==> src/rtl/keypad_scan_ctrl.sv <==
// 4x4 keypad scanner: rotates one-hot column drive, debounces a single row hit,
// presents the key code until the consumer accepts it, then waits for release.
module keypad_scan_ctrl #(
  parameter int SCAN_DIV = 4,
  parameter int DEB_CNT  = 3
) (
  input  logic       CLK,
  input  logic       RST,
  input  logic [3:0] keyRows,
  input  logic       keyReady,
  output logic [3:0] keyCols,
  output logic [4:0] Key,
  output logic       keyValid
);

  // state    | meaning
  // SCAN     | rotating columns, looking for exactly one active row
  // DEBOUNCE | column frozen, counting matching samples of the captured row
  // PRESSED  | key code presented, waiting for keyReady
  // RELEASE  | column frozen, counting all-zero row samples
  typedef enum logic [1:0] {SCAN, DEBOUNCE, PRESSED, RELEASE} state_t;

  localparam logic [7:0] SLOT_LAST = 8'(SCAN_DIV - 1);
  localparam logic [3:0] DEB_TGT   = 4'(DEB_CNT);
  localparam logic [4:0] NO_KEY    = 5'd16;

  state_t     r_state, w_state_nxt;
  logic [7:0] r_slot;
  logic [1:0] r_col, w_col_nxt;
  logic [1:0] r_row, w_row_nxt;
  logic [3:0] r_cnt, w_cnt_nxt;
  logic [3:0] r_rel, w_rel_nxt;
  logic       r_valid, w_valid_nxt;
  logic [4:0] r_key, w_key_nxt;

  logic       w_sample;
  logic       w_one_hot;
  logic [1:0] w_row_idx;
  logic [3:0] w_row_mask;

  assign w_sample   = (r_slot == SLOT_LAST);
  assign w_one_hot  = (keyRows != 4'd0) && ((keyRows & (keyRows - 4'd1)) == 4'd0);
  assign w_row_mask = 4'b0001 << r_row;

  always_comb begin
    w_row_idx = 2'd0;
    case (keyRows)
      4'b0010: w_row_idx = 2'd1;
      4'b0100: w_row_idx = 2'd2;
      4'b1000: w_row_idx = 2'd3;
      default: w_row_idx = 2'd0;
    endcase
  end

  always_comb begin
    w_state_nxt = r_state;
    w_col_nxt   = r_col;
    w_row_nxt   = r_row;
    w_cnt_nxt   = r_cnt;
    w_rel_nxt   = r_rel;
    w_valid_nxt = r_valid;
    w_key_nxt   = r_key;
    case (r_state)
      SCAN: begin
        if (w_sample) begin
          if (w_one_hot) begin
            w_row_nxt = w_row_idx;
            w_cnt_nxt = 4'd1;
            if (DEB_TGT == 4'd1) begin
              w_state_nxt = PRESSED;
              w_valid_nxt = 1'b1;
              w_key_nxt   = {1'b0, r_col, w_row_idx};
            end else begin
              w_state_nxt = DEBOUNCE;
            end
          end else begin
            w_col_nxt = r_col + 2'd1;
          end
        end
      end
      DEBOUNCE: begin
        if (w_sample) begin
          if (keyRows == w_row_mask) begin
            w_cnt_nxt = r_cnt + 4'd1;
            if (r_cnt + 4'd1 == DEB_TGT) begin
              w_state_nxt = PRESSED;
              w_valid_nxt = 1'b1;
              w_key_nxt   = {1'b0, r_col, r_row};
            end
          end else begin
            w_state_nxt = SCAN;
            w_col_nxt   = r_col + 2'd1;
            w_cnt_nxt   = 4'd0;
          end
        end
      end
      PRESSED: begin
        // Row activity is ignored here; only the handshake moves us on.
        if (keyReady) begin
          w_state_nxt = RELEASE;
          w_valid_nxt = 1'b0;
          w_key_nxt   = NO_KEY;
          w_cnt_nxt   = 4'd0;
          w_rel_nxt   = 4'd0;
        end
      end
      RELEASE: begin
        if (w_sample) begin
          if (keyRows == 4'd0) begin
            if (r_rel + 4'd1 == DEB_TGT) begin
              w_state_nxt = SCAN;
              w_col_nxt   = r_col + 2'd1;
              w_rel_nxt   = 4'd0;
            end else begin
              w_rel_nxt = r_rel + 4'd1;
            end
          end else begin
            w_rel_nxt = 4'd0;
          end
        end
      end
      default: w_state_nxt = SCAN;
    endcase
  end

  always_ff @(posedge CLK) begin
    if (RST) begin
      r_state <= SCAN;
      r_slot  <= 8'd0;
      r_col   <= 2'd0;
      r_row   <= 2'd0;
      r_cnt   <= 4'd0;
      r_rel   <= 4'd0;
      r_valid <= 1'b0;
      r_key   <= NO_KEY;
    end else begin
      r_state <= w_state_nxt;
      r_slot  <= w_sample ? 8'd0 : r_slot + 8'd1;
      r_col   <= w_col_nxt;
      r_row   <= w_row_nxt;
      r_cnt   <= w_cnt_nxt;
      r_rel   <= w_rel_nxt;
      r_valid <= w_valid_nxt;
      r_key   <= w_key_nxt;
    end
  end

  assign keyCols  = 4'b0001 << r_col;
  assign Key      = r_key;
  assign keyValid = r_valid;

endmodule

==> config.mk <==
export PLATFORM = sky130hd
export DESIGN_NAME = keypad_scan_ctrl
export DESIGN_NICKNAME = d
export VERILOG_FILES = /design/src/rtl/keypad_scan_ctrl.sv
export SDC_FILE = /design/constraint.sdc
export NUM_CORES = 1
export LEC_CHECK = 0
export ABC_AREA = 1
export CELL_PAD_IN_SITES_DETAIL_PLACEMENT = 1
export CELL_PAD_IN_SITES_GLOBAL_PLACEMENT = 2
export CORE_UTILIZATION = 31
export DETAILED_ROUTE_END_ITERATION = 16
export PLACE_DENSITY_LB_ADDON = 0.1
export SETUP_SLACK_MARGIN = 0.4
export SLEW_MARGIN = 20
export SYNTH_ARGS = -nofsm -noshare
export SYNTH_HDL_FRONTEND = slang
export SYNTH_SLANG_ARGS = --single-unit
==> constraint.sdc <==
create_clock -name CLK -period 2.5 [get_ports CLK]
set_clock_uncertainty 0.2 [all_clocks]
set_input_delay 0.25 -clock CLK [delete_from_list [all_inputs] [get_ports CLK]]
set_output_delay 0.25 -clock CLK [all_outputs]
set_load 0.02 [all_outputs]
==> out/results.ini <==
[logic_synthesis]
synth.most_common_cell = nand2_1
ys.flop_type = dfxtp_1
syn_nets = 264
netlist_area_sq_mm = 0.00168
yosysWarnings = 0
async_reset_ff_frac = 0
synth-seq-area-share = 0.334
yosysUniqueCellTypes = 27
avgSynthCellArea_sq_um = 6.89
synth_top_area_cell = dfxtp_1
synth_top_area_frac = 0.334
synth-edff-count = 0
syn_inst = 244
synth_top_cells_by_count = nand2_1, inv_1, nor2_1, dfxtp_1, nand3_1
synth-seq-cells = 28
ys_top_cells_by_area = dfxtp_1, nand2_1, ha_1

[critical_path]
reg2reg_to = r_cnt[1]
crit_fanout = 5
start_kind = flip-flop
crit_start = r_col[0]
reg2reg_depth = 11
arrival_ns = 1.54
crit_type = reg -> out
cp-end-kind = primary output
r2r_slack_ns = 0.55
r2r_start = r_slot[0]
cp_data_required_time_ns = 2.05
endpoint = keyCols[2]

[run]
cap_violations = 0

[die]
die_height_um = 75.6
die_w_um = 75.6
die_area_sq_mm = 0.00572
core_area_sq_mm = 0.00517
rows = 26
ioPinCount = 17
initial_core_util = 0.325

[clock_tree]
cts-hold-fix-buffers = 0
clock_latency_ns = 0.28
cts_buffers = 3
clk_pin_slew_ns = 0.10
clock_path_buffers = 2
cts_num_sinks = 28
cts_tree = built
root_buffer = clkbuf_8
htree_num_levels = 1

[detailed_routing]
wl_per_cell_um = 11.3
routed_via_density = 4.54
drt.antenna.violating_nets = 0
first_pass_iters = 4
vias = 1518
post-route-drc-count = 0
finalWirelength_mm = 3.77
drt_iter0_drc = 35

[sta]
slew_violations = 0
rsz0062_at_grt = yes
max_freq_mhz = 504
layout_min_cycle_time_ns = 1.99
worstMarginPinSlew_ns = 0.406
period_share = 0.794
relSlewSlack = 0.729
hold_viol = 0
whs_ns = 0.260
finalSetupViolations = 0
timing.setup.tns_ns = 0

[worst_hold_path]
worstHoldStart = r_slot[0]
hold_class = reg -> reg

[power]
power_density_mw_per_mm2 = 469
total_power_uw = 936
peakVddDrop_uv = 243
p_leak_uw = 0.000838

[finish]
nNetsFinal = 285
n_antenna_cell = 0
fin_cells = 334
drive_gt1_frac = 0.110
post-route-util = 0.386
areaGrowthSynthToFinish_pct = 18.8
fillers = 663

[place]
place_inst = 329
io_buffers = 16
hpwl_mm = 2.97
place_congestion = 0.754

[run_status]
status = complete, no violations

[grt]
grt_pass1_wl_mm = 6.40
grt_pass1_vias = 1456
grt_max_degree = 16
antenna_found_initial = 0
grt_overflow = 0
grtUsageTotal = 0.147

-- critical path, stage by stage, from the launching register on --
cell             delay [ns]
dfxtp_1                0.42
inv_1                  0.11
ha_1                   0.20
clkdlybuf4s50_1        0.53
-- power by group --
group	internal (uW)	switching (uW)	total [uW]
clock	141	153	294
combinational	66.0	94.2	160
sequential	465	16.3	481
-- layer usage --
metal  share of wire  routed length [um]  global-route usage  up-vias
li1                -                   -                   -      804
met1            0.52                1950               0.192      701
met2            0.45                1700               0.248        9
met3           0.019                  73              0.0212        4
met4           0.014                  51              0.0494        0
met5               0                   0                   0        -
-- how the worst min path moves through the flow --
stage                endpoint  cells after the start  slack [ns]
floorplan           r_slot[0]                      1        0.22
detailed placement  r_slot[0]                      1        0.24
global route           Key[4]                      2        0.29
global placement    r_slot[0]                      1        0.23
finish              r_slot[0]                      1        0.26
CTS                 r_slot[0]                      1        0.26
-- timing repair --
item | 4_1_cts | 5_1_grt
resized for setup | 0 | 5
setup buffers | 0 | 1
endpoints found under the setup margin | 0 | 14
-- cell usage in the layout, fill, tap and decap left out, types with 2 or more instances in the layout --
cell / n
nand3b_1: 2
nor2_4: 3
nor2_1: 31
dfxtp_2: 2
nand2_2: 2
nand2_1: 65
a21oi_1: 12
nand4_1: 5
inv_1: 34
ha_1: 11
o21ai_0: 11
inv_2: 3
nor2_2: 7
ha_2: 2
clkdlybuf4s50_1: 16
nand3_1: 14
clkbuf_8: 4
xor2_1: 2
dfxtp_1: 26
-- cell type report --
| class | count | area, sq um | area share |
|---|---|---|---|
| flip-flops and latches | 28 | 563 | 0.282 |
| multi-input cells | 178 | 985 | 0.493 |
| clock buffers | 4 | 55.1 | 0.0276 |
| repair buffers | 17 | 168 | 0.0840 |
| inverters | 37 | 139 | 0.0695 |
| well taps | 70 | 87.6 | 0.0439 |
-- state kept, by name, indices dropped and copies added (netlist names), named ones only --
name and flops:
Key 5, keyValid 1, r_cnt 4, r_col 2
r_rel 4, r_row 2, r_slot 8, r_state 1
-- stage by stage --
step	cell area (sq um)	setup WS, ns
3_3_place_gp	1920	0.316
5_1_grt	2000	0.385
6_report	2000	0.515
2_1_floorplan	1680	0.769
4_1_cts	1980	0.459
3_5_place_dp	1920	0.307
-- kinds of logic after synthesis --
group           share of synthesized area
compound gates                     0.0938
xor+xnor                           0.0156
simple gates                        0.375
fa+ha+maj                          0.0968
flops                               0.334
buf+inv                            0.0849
No activity file was read; power rests on OpenSTA's default activity.
